<file path="src/rtl/item_mem_pkg.sv">
// Shared definitions for the item RAM arbiter: word field positions, requester
// indices, FSM state encoding and the dispense read-modify-write helper.
package item_mem_pkg;

    localparam int COST_LSB  = 0;
    localparam int COST_MSB  = 15;
    localparam int AVAIL_LSB = 16;
    localparam int AVAIL_MSB = 23;
    localparam int DISP_LSB  = 24;
    localparam int DISP_MSB  = 31;

    // Requester indices; lower index wins in normal arbitration
    localparam int REQ_UPD = 0;
    localparam int REQ_FRD = 1;
    localparam int REQ_CWR = 2;
    localparam int REQ_CRD = 3;
    localparam int NUM_REQ = 4;

    typedef enum logic [1:0] {
        ST_IDLE   = 2'd0,
        ST_RD     = 2'd1,
        ST_UPD_RD = 2'd2,
        ST_UPD_WR = 2'd3
    } state_e;

    // One item leaves stock: available drops by one, dispensed saturates at 0xFF
    function automatic logic [31:0] dispense_word(input logic [31:0] w);
        logic [7:0] avail_v;
        logic [7:0] disp_v;
        avail_v = w[AVAIL_MSB:AVAIL_LSB] - 8'd1;
        if (w[DISP_MSB:DISP_LSB] == 8'hFF) begin
            disp_v = 8'hFF;
        end else begin
            disp_v = w[DISP_MSB:DISP_LSB] + 8'd1;
        end
        return {disp_v, avail_v, w[COST_MSB:COST_LSB]};
    endfunction

endpackage

</file>
<file path="src/rtl/item_mem_grant.sv">
// Fixed-priority arbiter with a starvation counter that forces a config grant
// after STARVE_LIMIT consecutive FSM grants while config traffic waits.
module item_mem_grant
    import item_mem_pkg::*;
#(
    parameter int STARVE_LIMIT = 4
) (
    input  logic               clk_fsm,
    input  logic               rstn,
    input  logic               arb_en,
    input  logic [NUM_REQ-1:0] req,
    input  logic [NUM_REQ-1:0] elig,
    output logic [NUM_REQ-1:0] gnt
);

    localparam int CW = $clog2(STARVE_LIMIT + 1);

    logic [CW-1:0]      cnt_q, cnt_d;
    logic [NUM_REQ-1:0] ok_s;
    logic               cfg_pend_s;
    logic               starve_s;

    // Grant selection and starvation counter next value
    always_comb begin
        ok_s       = req & elig & {NUM_REQ{arb_en}};
        cfg_pend_s = req[REQ_CWR] | req[REQ_CRD];
        starve_s   = (cnt_q == CW'(STARVE_LIMIT));
        gnt        = '0;
        if (starve_s && ok_s[REQ_CWR]) begin
            gnt[REQ_CWR] = 1'b1;
        end else if (starve_s && ok_s[REQ_CRD]) begin
            gnt[REQ_CRD] = 1'b1;
        end else if (ok_s[REQ_UPD]) begin
            gnt[REQ_UPD] = 1'b1;
        end else if (ok_s[REQ_FRD]) begin
            gnt[REQ_FRD] = 1'b1;
        end else if (ok_s[REQ_CWR]) begin
            gnt[REQ_CWR] = 1'b1;
        end else if (ok_s[REQ_CRD]) begin
            gnt[REQ_CRD] = 1'b1;
        end else begin
            gnt = '0;
        end

        if (!cfg_pend_s || gnt[REQ_CWR] || gnt[REQ_CRD]) begin
            cnt_d = '0;
        end else if ((gnt[REQ_UPD] || gnt[REQ_FRD]) && !starve_s) begin
            cnt_d = cnt_q + CW'(1);
        end else begin
            cnt_d = cnt_q;
        end
    end

    // Starvation counter register
    always_ff @(posedge clk_fsm or negedge rstn) begin
        if (!rstn) begin
            cnt_q <= '0;
        end else begin
            cnt_q <= cnt_d;
        end
    end

endmodule

</file>
<file path="src/rtl/item_mem_arbiter.sv">
// Serialises FSM item reads, FSM dispense updates and config reads/writes onto
// the single-port item RAM; state machine, RMW datapath and output registers.
module item_mem_arbiter
    import item_mem_pkg::*;
#(
    parameter int MAX_ITEMS    = 1024,
    parameter int ADDR_WIDTH   = 10,
    parameter int STARVE_LIMIT = 4
) (
    input  logic                  clk_fsm,
    input  logic                  rstn,
    input  logic                  fsm_read_req,
    input  logic [ADDR_WIDTH-1:0] fsm_read_addr,
    output logic [15:0]           fsm_item_cost,
    output logic [7:0]            fsm_item_available,
    output logic                  fsm_data_valid,
    input  logic                  fsm_update_req,
    input  logic [ADDR_WIDTH-1:0] fsm_update_addr,
    output logic                  fsm_update_done,
    output logic                  fsm_update_err,
    input  logic                  cfg_read_req,
    input  logic [ADDR_WIDTH-1:0] cfg_read_addr,
    output logic [31:0]           cfg_read_data,
    output logic                  cfg_read_valid,
    input  logic                  cfg_write_req,
    input  logic [ADDR_WIDTH-1:0] cfg_write_addr,
    input  logic [31:0]           cfg_write_data,
    output logic                  cfg_write_done,
    output logic                  mem_en,
    output logic                  mem_we,
    output logic [ADDR_WIDTH-1:0] mem_addr,
    output logic [31:0]           mem_wdata,
    input  logic [31:0]           mem_rdata,
    output logic                  busy
);

    state_e                state_q, state_d;
    logic                  rd_cfg_q, rd_cfg_d;
    logic [ADDR_WIDTH-1:0] upd_addr_q, upd_addr_d;
    logic [31:0]           word_q, word_d;
    logic [15:0]           cost_q, cost_d;
    logic [7:0]            avail_q, avail_d;
    logic [31:0]           cfg_data_q, cfg_data_d;
    logic                  frd_valid_q, frd_valid_d;
    logic                  upd_done_q, upd_done_d;
    logic                  upd_err_q, upd_err_d;
    logic                  crd_valid_q, crd_valid_d;
    logic                  cwr_done_q, cwr_done_d;
    logic [NUM_REQ-1:0]    req_s, elig_s, gnt_s;
    logic                  arb_en_s;

    function automatic logic in_range(input logic [ADDR_WIDTH-1:0] a);
        return 32'(a) < 32'(MAX_ITEMS);
    endfunction

    assign req_s    = {cfg_read_req, cfg_write_req, fsm_read_req, fsm_update_req};
    // A port whose completion pulse is showing cannot be granted again this cycle
    assign elig_s   = ~{crd_valid_q, cwr_done_q, frd_valid_q, upd_done_q};
    assign arb_en_s = (state_q == ST_IDLE) && rstn;

    item_mem_grant #(
        .STARVE_LIMIT (STARVE_LIMIT)
    ) u_grant (
        .clk_fsm (clk_fsm),
        .rstn    (rstn),
        .arb_en  (arb_en_s),
        .req     (req_s),
        .elig    (elig_s),
        .gnt     (gnt_s)
    );

    // Next state, RAM strobes and completion outputs
    always_comb begin
        state_d     = state_q;
        rd_cfg_d    = rd_cfg_q;
        upd_addr_d  = upd_addr_q;
        word_d      = word_q;
        cost_d      = cost_q;
        avail_d     = avail_q;
        cfg_data_d  = cfg_data_q;
        frd_valid_d = 1'b0;
        upd_done_d  = 1'b0;
        upd_err_d   = 1'b0;
        crd_valid_d = 1'b0;
        cwr_done_d  = 1'b0;
        mem_en      = 1'b0;
        mem_we      = 1'b0;
        mem_addr    = '0;
        mem_wdata   = 32'd0;
        case (state_q)
            ST_IDLE: begin
                if (gnt_s[REQ_UPD]) begin
                    if (in_range(fsm_update_addr)) begin
                        mem_en     = 1'b1;
                        mem_addr   = fsm_update_addr;
                        upd_addr_d = fsm_update_addr;
                        state_d    = ST_UPD_RD;
                    end else begin
                        upd_done_d = 1'b1;
                        upd_err_d  = 1'b1;
                    end
                end else if (gnt_s[REQ_FRD]) begin
                    if (in_range(fsm_read_addr)) begin
                        mem_en   = 1'b1;
                        mem_addr = fsm_read_addr;
                        rd_cfg_d = 1'b0;
                        state_d  = ST_RD;
                    end else begin
                        frd_valid_d = 1'b1;
                        cost_d      = 16'd0;
                        avail_d     = 8'd0;
                    end
                end else if (gnt_s[REQ_CWR]) begin
                    if (in_range(cfg_write_addr)) begin
                        mem_en    = 1'b1;
                        mem_we    = 1'b1;
                        mem_addr  = cfg_write_addr;
                        mem_wdata = cfg_write_data;
                    end else begin
                        mem_en = 1'b0;
                    end
                    cwr_done_d = 1'b1;
                end else if (gnt_s[REQ_CRD]) begin
                    if (in_range(cfg_read_addr)) begin
                        mem_en   = 1'b1;
                        mem_addr = cfg_read_addr;
                        rd_cfg_d = 1'b1;
                        state_d  = ST_RD;
                    end else begin
                        crd_valid_d = 1'b1;
                        cfg_data_d  = 32'd0;
                    end
                end else begin
                    state_d = ST_IDLE;
                end
            end
            ST_RD: begin
                if (rd_cfg_q) begin
                    cfg_data_d  = mem_rdata;
                    crd_valid_d = 1'b1;
                end else begin
                    cost_d      = mem_rdata[COST_MSB:COST_LSB];
                    avail_d     = mem_rdata[AVAIL_MSB:AVAIL_LSB];
                    frd_valid_d = 1'b1;
                end
                state_d = ST_IDLE;
            end
            ST_UPD_RD: begin
                word_d = mem_rdata;
                if (mem_rdata[AVAIL_MSB:AVAIL_LSB] == 8'd0) begin
                    upd_done_d = 1'b1;
                    upd_err_d  = 1'b1;
                    state_d    = ST_IDLE;
                end else begin
                    state_d = ST_UPD_WR;
                end
            end
            ST_UPD_WR: begin
                mem_en     = 1'b1;
                mem_we     = 1'b1;
                mem_addr   = upd_addr_q;
                mem_wdata  = dispense_word(word_q);
                upd_done_d = 1'b1;
                state_d    = ST_IDLE;
            end
            default: begin
                state_d = ST_IDLE;
            end
        endcase
    end

    // State and output registers
    always_ff @(posedge clk_fsm or negedge rstn) begin
        if (!rstn) begin
            state_q     <= ST_IDLE;
            rd_cfg_q    <= 1'b0;
            upd_addr_q  <= '0;
            word_q      <= 32'd0;
            cost_q      <= 16'd0;
            avail_q     <= 8'd0;
            cfg_data_q  <= 32'd0;
            frd_valid_q <= 1'b0;
            upd_done_q  <= 1'b0;
            upd_err_q   <= 1'b0;
            crd_valid_q <= 1'b0;
            cwr_done_q  <= 1'b0;
        end else begin
            state_q     <= state_d;
            rd_cfg_q    <= rd_cfg_d;
            upd_addr_q  <= upd_addr_d;
            word_q      <= word_d;
            cost_q      <= cost_d;
            avail_q     <= avail_d;
            cfg_data_q  <= cfg_data_d;
            frd_valid_q <= frd_valid_d;
            upd_done_q  <= upd_done_d;
            upd_err_q   <= upd_err_d;
            crd_valid_q <= crd_valid_d;
            cwr_done_q  <= cwr_done_d;
        end
    end

    assign fsm_item_cost      = cost_q;
    assign fsm_item_available = avail_q;
    assign fsm_data_valid     = frd_valid_q;
    assign fsm_update_done    = upd_done_q;
    assign fsm_update_err     = upd_err_q;
    assign cfg_read_data      = cfg_data_q;
    assign cfg_read_valid     = crd_valid_q;
    assign cfg_write_done     = cwr_done_q;
    assign busy               = (state_q != ST_IDLE);

endmodule

</file>
<file path="config.mk">
export PLATFORM = sky130hd
export DESIGN_NAME = item_mem_arbiter
export DESIGN_NICKNAME = d
export VERILOG_FILES = /design/src/rtl/item_mem_pkg.sv /design/src/rtl/item_mem_grant.sv /design/src/rtl/item_mem_arbiter.sv
export SDC_FILE = /design/constraint.sdc
export NUM_CORES = 1
export LEC_CHECK = 0
export CAP_MARGIN = 5
export CORE_MARGIN = 2
export CORE_UTILIZATION = 47
export DETAILED_ROUTE_END_ITERATION = 8
export PLACE_DENSITY = 0.83
export SLEW_MARGIN = 40
export SYNTH_ARGS = -nofsm -noshare
export SYNTH_HDL_FRONTEND = slang
export SYNTH_SLANG_ARGS = --single-unit
</file>
<file path="constraint.sdc">
create_clock -name clk_fsm -period 4.65 [get_ports clk_fsm]
set_clock_uncertainty 0.05 [all_clocks]
set_input_delay 1.1625 -clock clk_fsm [delete_from_list [all_inputs] [get_ports clk_fsm]]
set_output_delay 1.1625 -clock clk_fsm [all_outputs]
set_load 0.02 [all_outputs]
</file>
==> results of run 1 <==
==> flip-flops by register name (all words and copies together), names as in the netlist, 2 cells and up <==
name	cells
cfg_read_data	32
fsm_item_cost	16
fsm_item_available	8
u_grant.cnt_q	3
word_q	32
state_q	2
upd_addr_q	10
==> cell type report <==
| cell class | instances | share of cell area [%] |
|---|---|---|
| clock buffers | 12 | 3.039 |
| clock inverters | 4 | 0.6787 |
| inverters | 12 | 0.5553 |
| multi-input cells | 319 | 31.65 |
| flip-flops and latches | 109 | 33.63 |
| well taps | 143 | 2.206 |
| repair buffers | 230 | 28.24 |
==> stage by stage <==
| step | instances | power [mW] | setup slack (ns) | util [%] |
|---|---|---|---|---|
| after floorplan | 473 | 3.344 | 1.135 | - |
| after global placement | 813 | 4.436 | 0.1468 | 68.31 |
| after detailed placement | 813 | 4.556 | 0.07832 | 68.35 |
| after CTS | 829 | 5.356 | 0.06059 | 71.00 |
| after global routing | 829 | 5.637 | 0.004793 | 71.34 |
| final | 829 | 5.344 | 0.1226 | 71.34 |
==> cells by family after synthesis <==
family / share of synthesized area (%)
buffers and inverters: 3.600
DFF: 49.99
AOI/OAI and AO/OA: 12.80
adders and majority gates: 2.064
xor gates and xnor gates: 1.605
and+or+nand+nor: 10.16
muxes: 19.79
==> cells in the final DEF (no fill, tap or decap), types with 2 or more instances in the layout <==
cell,synthesis,final
sky130_fd_sc_hd__nand2b_4,2,2
sky130_fd_sc_hd__nor4_1,2,2
sky130_fd_sc_hd__a21oi_1,10,10
sky130_fd_sc_hd__dfrtp_1,109,109
sky130_fd_sc_hd__a31oi_1,2,2
sky130_fd_sc_hd__o22ai_1,10,10
sky130_fd_sc_hd__mux2_1,8,8
sky130_fd_sc_hd__xor2_1,7,7
sky130_fd_sc_hd__clkbuf_16,0,9
sky130_fd_sc_hd__nor2b_1,2,2
sky130_fd_sc_hd__nor2_1,37,36
sky130_fd_sc_hd__o31ai_1,2,2
sky130_fd_sc_hd__a22oi_1,35,35
sky130_fd_sc_hd__and3_1,13,13
sky130_fd_sc_hd__xnor2_1,3,3
sky130_fd_sc_hd__and2_1,2,2
sky130_fd_sc_hd__mux2_2,87,87
sky130_fd_sc_hd__nand3b_1,2,2
sky130_fd_sc_hd__buf_4,2,14
sky130_fd_sc_hd__ha_4,0,2
sky130_fd_sc_hd__a21o_1,10,10
sky130_fd_sc_hd__clkbuf_1,16,2
sky130_fd_sc_hd__nand2b_1,5,5
sky130_fd_sc_hd__ha_1,9,7
sky130_fd_sc_hd__nand3_1,4,4
sky130_fd_sc_hd__a211oi_1,11,11
sky130_fd_sc_hd__inv_1,12,12
sky130_fd_sc_hd__or2_2,2,2
sky130_fd_sc_hd__dlymetal6s2s_1,0,5
sky130_fd_sc_hd__nor3_1,2,2
sky130_fd_sc_hd__clkdlybuf4s50_1,0,209
sky130_fd_sc_hd__o21ai_0,21,21
sky130_fd_sc_hd__nand2_1,17,16
==> path summary, 6_finish.rpt <==
kind / end / startpoint
max in group asynchronous: fsm_item_cost[11] / rstn
setup / recovery: mem_wdata[5] / fsm_update_req
hold / removal: upd_addr_q[5] / upd_addr_q[5]
min in group asynchronous: fsm_item_cost[12] / rstn
setup reg to reg: upd_addr_q[4] / state_q[0]
hold reg to reg: upd_addr_q[5] / upd_addr_q[5]
==> report_power, final <==
group	internal (mW)	switching [mW]
sequential	1.42	0.310
combinational	1.43	1.39
clock	0.438	0.348
==> per-layer routing <==
metal  global-route usage [%]  wire length (um)  vias up
met5                        0                 0        -
met1                    30.51              6262     2319
li1                         -                 -     2121
met2                    43.11              7846      162
met3                    6.369              1075       26
met4                    8.066               293        0
==> critical path, stage by stage <==
cell	delay, ns
sky130_fd_sc_hd__clkdlybuf4s50_1	0.45
sky130_fd_sc_hd__nand2b_4	0.18
sky130_fd_sc_hd__a22o_1	0.23
sky130_fd_sc_hd__and2_1	0.23
sky130_fd_sc_hd__buf_12	0.21
sky130_fd_sc_hd__a22oi_1	0.10
sky130_fd_sc_hd__nor2_1	0.15
sky130_fd_sc_hd__clkdlybuf4s50_1	0.62
==> repair_timing <==
action	CTS	global route
hold endpoints to repair	0	0
endpoints found under the setup margin	0	9
resized for setup	0	6
==> implementation parameters, run 1 <==
Parameter                              Value

Status
  Result of the run ... finished clean

Finish
  Post-layout instance area ... 8112 um2
  # diodes ... 0
  NumNets Final ... 800
  Sequential standard cell area ... 2728 um2
  Growth of design area from synthesis to finish ... 48.66%
  Number of inserted filler cells in the final layout ... 831
  Layout cells sized above 1 ... 19.24%
  Footprint of the multi-input gates ... 2567 um2

Clocking
  Clock buffers created by TritonCTS ... 9
  CTS Root Cell ... sky130_fd_sc_hd__clkbuf_16
  Clock insertion delay at the later pin of the skew report ... 0.34 ns
  Hold_buf cts ... 0
  Clock sinks ... 109
  Clock-pin slew on the worst setup and hold paths ... 0.07 ns
  Buffer depth of the longest clock path ... 2
  Buffers inserted during post-CTS setup optimization ... 0
  H-tree depth ... 3
  CTS tree ... yes

Yosys
  Post-synthesis sequential element count ... 109
  Share of synthesized registers carrying an async set or reset ... 100.0%
  Net count after synthesis ... 592
  Distinct cell type count after synthesis ... 46
  Synthesized area divided by synthesized cell count ... 11.54 um2
  Post-Synthesis Cell Area ... 5456 um2
  Number of enable flip-flop cells after synthesis ... 0
  Top-count cell post-synth ... sky130_fd_sc_hd__dfrtp_1
  Share of synthesized area occupied by flip-flops and latches ... 49.99%
  Largest area contributor in the netlist ... sky130_fd_sc_hd__dfrtp_1
  Largest cells by area after synthesis ... sky130_fd_sc_hd__dfrtp_1 50%, sky130_fd_sc_hd__mux2_2 18%, sky130_fd_sc_hd__a22oi_1 4.8%, sky130_fd_sc_hd__nor2_1 2.5%, sky130_fd_sc_hd__ha_1 2.1%
  Yosys warning total ... 0
  Leading register cell type out of synthesis ... sky130_fd_sc_hd__dfrtp_1
  Share of the synthesized area in the top cell type ... 49.99%
  Synth top cells by count ... 109 x sky130_fd_sc_hd__dfrtp_1, 87 x sky130_fd_sc_hd__mux2_2, 37 x sky130_fd_sc_hd__nor2_1, 35 x sky130_fd_sc_hd__a22oi_1, 21 x sky130_fd_sc_hd__o21ai_0
  Gate count of the mapped netlist ... 473

Global route
  All-Layer GR Usage ... 24.90%
  Global-route wire length before repair ... 24980 um
  Maximum number of pins on one net before global-route repair ... 64
  Number of antenna violations at the first check in global routing ... 0
  Gr ovfl total ... 0
  Via count of the first global-routing pass ... 4954

Drt
  Antenna Nets Post-Route ... 0
  Router iterations before antenna repair ... 4
  Final routed DRC violation total ... 0
  Violation count after the first detailed-routing iteration ... 218
  Per-cell routed wire length ... 18.67 um
  Overall via count from detail_route ... 4628
  Per-cell via count in the routed design ... 5.583
  Aggregate routed wire length ... 15480 um

Floorplanning
  Area inside the core boundary ... 11370 um2
  Starting density of the core ... 47.99%
  # IOs ... 216
  Die height ... 111.7 um
  Die extent in x ... 111.7 um
  Die area ... 12490 um2
  Cell Rows ... 39

STA
  Slew at the pin closest to its max-slew limit ... 0.6320 ns
  Fin Hold WS ... 0.4439 ns
  Count of final max-slew check failures ... 0
  Final period demand of the worst path ... 4.527 ns
  Setup TNS ... 0 ns
  Share of the cycle needed by the critical path after routing ... 97.36%
  Hold Violations, Final ... 0
  Number of setup violations in the final report ... 0
  Worst slew margin relative to its limit ... 57.87%
  Unrepaired setup endpoints after global routing ... false
  Upper clock frequency limit ... 220.9 MHz

Hold path
  Hold Path Stages ... 1
  Worst hold path type ... flip-flop to flip-flop

Placed design
  # port buffers ... 215
  Instance area after placement ... 7771 um2
  Final weighted congestion of routability-driven global placement ... 0.8810
  Total half-perimeter wirelength after legalization and detailed placement ... 11020 um

Worst setup path
  Number of cells on the worst reg-to-reg path ... 6
  Req. time, crit path ... 3.44 ns
  Critical path type ... input pin to output port
  CP Launch Type ... input pin
  CP endpoint kind ... output port
  Register-to-register setup slack ... 2.54 ns
  Crit-path max FO ... 27
  Worst EP arrival ... 3.31 ns

Power and ir drop
  IR Drop Worst-Case VDD ... 0.3710 mV
  Leak pwr ... 3.451 nW
  Power per unit of standard cell area ... 658.8 nW/um2

Flow run
  Number of maximum-capacitance constraint violations ... 0
No activity file was read; power rests on OpenSTA's default activity.
==> run 2, diff against run 1 <==
--- a/config.mk
+++ b/config.mk
@@ -6,10 +6,9 @@
 export NUM_CORES = 1
 export LEC_CHECK = 0
 export CAP_MARGIN = 5
-export CORE_MARGIN = 2
-export CORE_UTILIZATION = 47
+export CORE_UTILIZATION = 44
 export DETAILED_ROUTE_END_ITERATION = 8
-export PLACE_DENSITY = 0.83
+export PLACE_DENSITY = 0.78
 export SLEW_MARGIN = 40
 export SYNTH_ARGS = -nofsm -noshare
 export SYNTH_HDL_FRONTEND = slang
==> constraint.sdc (replaced) <==
create_clock -name clk_fsm -period 4.6 [get_ports clk_fsm]
set_clock_uncertainty 0.05 [all_clocks]
set_input_delay 1.15 -clock clk_fsm [delete_from_list [all_inputs] [get_ports clk_fsm]]
set_output_delay 1.15 -clock clk_fsm [all_outputs]
set_load 0.02 [all_outputs]
==> run 2 against run 1 <==
  * Flip-flop and latch count unchanged
  * Setup slack worse by 0.0036 ns
  * Critical path depth unchanged
  * Critical endpoint is now mem_en
  * Critical path type unchanged
  * Largest cell class unchanged
==> implementation parameters, run 2 (synthesized netlist as in run 1, its figures left out) <==
Parameter                              Value

Clocking
  Clock buffers created by TritonCTS ... 9 (unchanged)
  Buffer depth of the longest clock path ... 2 (unchanged)
  Buffers inserted during post-CTS setup optimization ... 0 (unchanged)
  Hold_buf cts ... 0 (unchanged)
  H-tree depth ... 3 (unchanged)
  Post-CTS Resized ... 0 (unchanged)
  Clock insertion delay at the later pin of the skew report ... 0.34 ns (about the same)
  Clock sinks ... 109 (unchanged)
  CTS tree ... yes
  Clock-pin slew on the worst setup and hold paths ... 0.07 ns (about the same)
  CTS Root Cell ... sky130_fd_sc_hd__clkbuf_16

Worst setup path
  CP max-delay cell ... sky130_fd_sc_hd__clkdlybuf4s50_1
  Critical path, cell by cell ... clkdlybuf4s50_1 -> nand2b_4 -> a22o_1 -> and2_1 -> buf_12 -> nor3_1 -> a21oi_1 -> clkdlybuf4s50_1
  Crit-path max FO ... 38 (+41%)
  Req. time, crit path ... 3.40 ns (-0.04 ns)
  CP endpoint kind ... output port
  Critical path type ... input pin to output port
  Delay of the slowest cell on the worst path ... 0.62 ns (about the same)
  Critical path's top delay family ... buffers and inverters
  Worst EP arrival ... 3.28 ns (-0.03 ns)
  Startpoint of the most critical setup path ... fsm_read_req
  Reg-to-Reg Start ... state_q[1]
  CP Launch Type ... input pin
  Most frequent CP cell ... sky130_fd_sc_hd__clkdlybuf4s50_1
  Buf+Inv Stages, Crit Path ... 3 (unchanged)

STA
  Share of the cycle needed by the critical path after routing ... 97.41%
  Hold Violations, Final ... 0 (unchanged)
  Number of setup violations in the final report ... 0 (unchanged)
  Final period demand of the worst path ... 4.481 ns
  Worst slew margin relative to its limit ... 51.21% (-6.7 points)
  Unrepaired setup endpoints after global routing ... false
  Upper clock frequency limit ... 223.2 MHz
  Setup TNS ... 0 ns (unchanged)
  Slew at the pin closest to its max-slew limit ... 0.7291 ns (+0.09709 ns)
  Count of final max-slew check failures ... 0 (unchanged)

Placed design
  # port buffers ... 215 (unchanged)
  Total half-perimeter wirelength after legalization and detailed placement ... 10620 um (-3.6%)
  Final weighted congestion of routability-driven global placement ... 0.8483 (-3.7%)
  Inst Count DP ... 833 (+2.5%)

Global route
  Maximum number of pins on one net before global-route repair ... 63 (-1.6%)
  Number of antenna violations at the first check in global routing ... 0 (unchanged)
  All-Layer GR Usage ... 23.56% (-1.3 points)
  Gr ovfl total ... 0 (unchanged)
  Via count of the first global-routing pass ... 4742 (-4.3%)
  Global-route wire length before repair ... 23480 um (-6.0%)

Floorplanning
  Die height ... 113.4 um (+1.4%)
  # IOs ... 216 (unchanged)
  Area inside the core boundary ... 12060 um2 (+6.1%)
  Die extent in x ... 113.4 um (+1.4%)
  Die area ... 12850 um2 (+2.9%)
  Cell Rows ... 40 (+2.6%)
  Starting density of the core ... 45.24% (-2.8 points)

Finish
  Most frequent cells in the layout ... 198 x sky130_fd_sc_hd__clkdlybuf4s50_1, 109 x sky130_fd_sc_hd__dfrtp_1, 87 x sky130_fd_sc_hd__mux2_2
  Growth of design area from synthesis to finish ... 50.06%
  Leading cell type in the layout, fill and taps excluded ... sky130_fd_sc_hd__clkdlybuf4s50_1
  NumNets Final ... 795 (-0.63%)
  Post-Layout Cell Count ... 849 (+2.4%)
  # diodes ... 0 (unchanged)
  Layout cells sized above 1 ... 18.80% (-0.45 points)
  Post-layout util ... 67.88% (-3.5 points)

Flow run
  Number of maximum-capacitance constraint violations ... 0 (unchanged)

Power and ir drop
  IR Drop Worst-Case VDD ... 0.3449 mV (-7.0%)
  Power per unit of standard cell area ... 664.3 nW/um2 (+0.83%)
  Leak pwr ... 3.636 nW (+5.4%)

Drt
  Final routed DRC violation total ... 0 (unchanged)
  Antenna Nets Post-Route ... 0 (unchanged)
  Per-cell via count in the routed design ... 5.359 (-4.0%)
  Per-cell routed wire length ... 17.87 um (-4.3%)
  Violation count after the first detailed-routing iteration ... 191 (-12%)
  Router iterations before antenna repair ... 4 (unchanged)
  Aggregate routed wire length ... 15170 um (-2.0%)
  Overall via count from detail_route ... 4550 (-1.7%)

Status
  Result of the run ... finished clean

Hold path
  Worst min-delay path startpoint ... upd_addr_q[3]
  Worst hold path type ... flip-flop to flip-flop
## run 2: changes by cell type in the layout (fill, tap and decap cells not counted), sizes merged
cell,before,now
clkdlybuf4s50,209,198
clkinv,1,0
dlymetal6s2s,5,16
inv,14,16
buf,16,11
clkbuf,12,10
bufinv,1,2
## run 2: per-stage QoR
| step | power [mW] | hold slack [ns] | instance area (um2) | setup WS [ns] |
|---|---|---|---|---|
| 3_3_place_gp | 4.480 | 0.4186 | 7772 | 0.08201 |
| 6_report | 5.439 | 0.4387 | 8188 | 0.1190 |
| 3_5_place_dp | 4.582 | 0.4284 | 7777 | 0.03584 |
| 2_1_floorplan | 3.380 | 0.4091 | 5456 | 1.110 |
| 4_1_cts | 5.471 | 0.4458 | 8117 | 0.03024 |
| 5_1_grt | 5.736 | 0.4595 | 8188 | 0.004381 |
## run 2: final timing paths
| check | endpoint | slack, ns | depth (start not counted) |
|---|---|---|---|
| max | mem_en | 0.12 | 8 |
| min | upd_addr_q[3] | 0.44 | 1 |
| max reg2reg | fsm_item_cost[4] | 2.47 | 5 |
| min in group asynchronous | fsm_item_cost[12] | 0.83 | 2 |
| min reg2reg | upd_addr_q[3] | 0.44 | 1 |
| max in group asynchronous | cfg_read_data[11] | 2.59 | 3 |
## run 2: power by group
group	total [mW]	switching (mW)	internal, mW
Sequential	1.75	0.314	1.44
Combinational	2.82	1.39	1.43
Clock	0.867	0.363	0.504
## run 2: worst register-to-register path, delay by kind of cell (launching register included)
kind          cells  cell delay [ns]
buf+inv           2             0.50
flops             1             0.46
simple gates      1             0.38
mux               1             0.38
fa+ha+maj         1             0.25
## run 2: per-layer routing
layer	GRT usage, %	share of wire, %	vias up
met1	28.37	43	2250
met3	4.713	5.6	22
li1	-	-	2118
met2	41.15	50	160
met4	9.912	1.9	0
met5	0	0	-
## run 2: layout make-up
cell class	instances	area [um2]
timing repair buffer	225	2293
inverter	12	45.04
multi-input combinational	319	2572
fill	912	3874
clock buffer	10	239.0
sequential	109	2728
tap	168	210.2
clock inverter	6	100.1
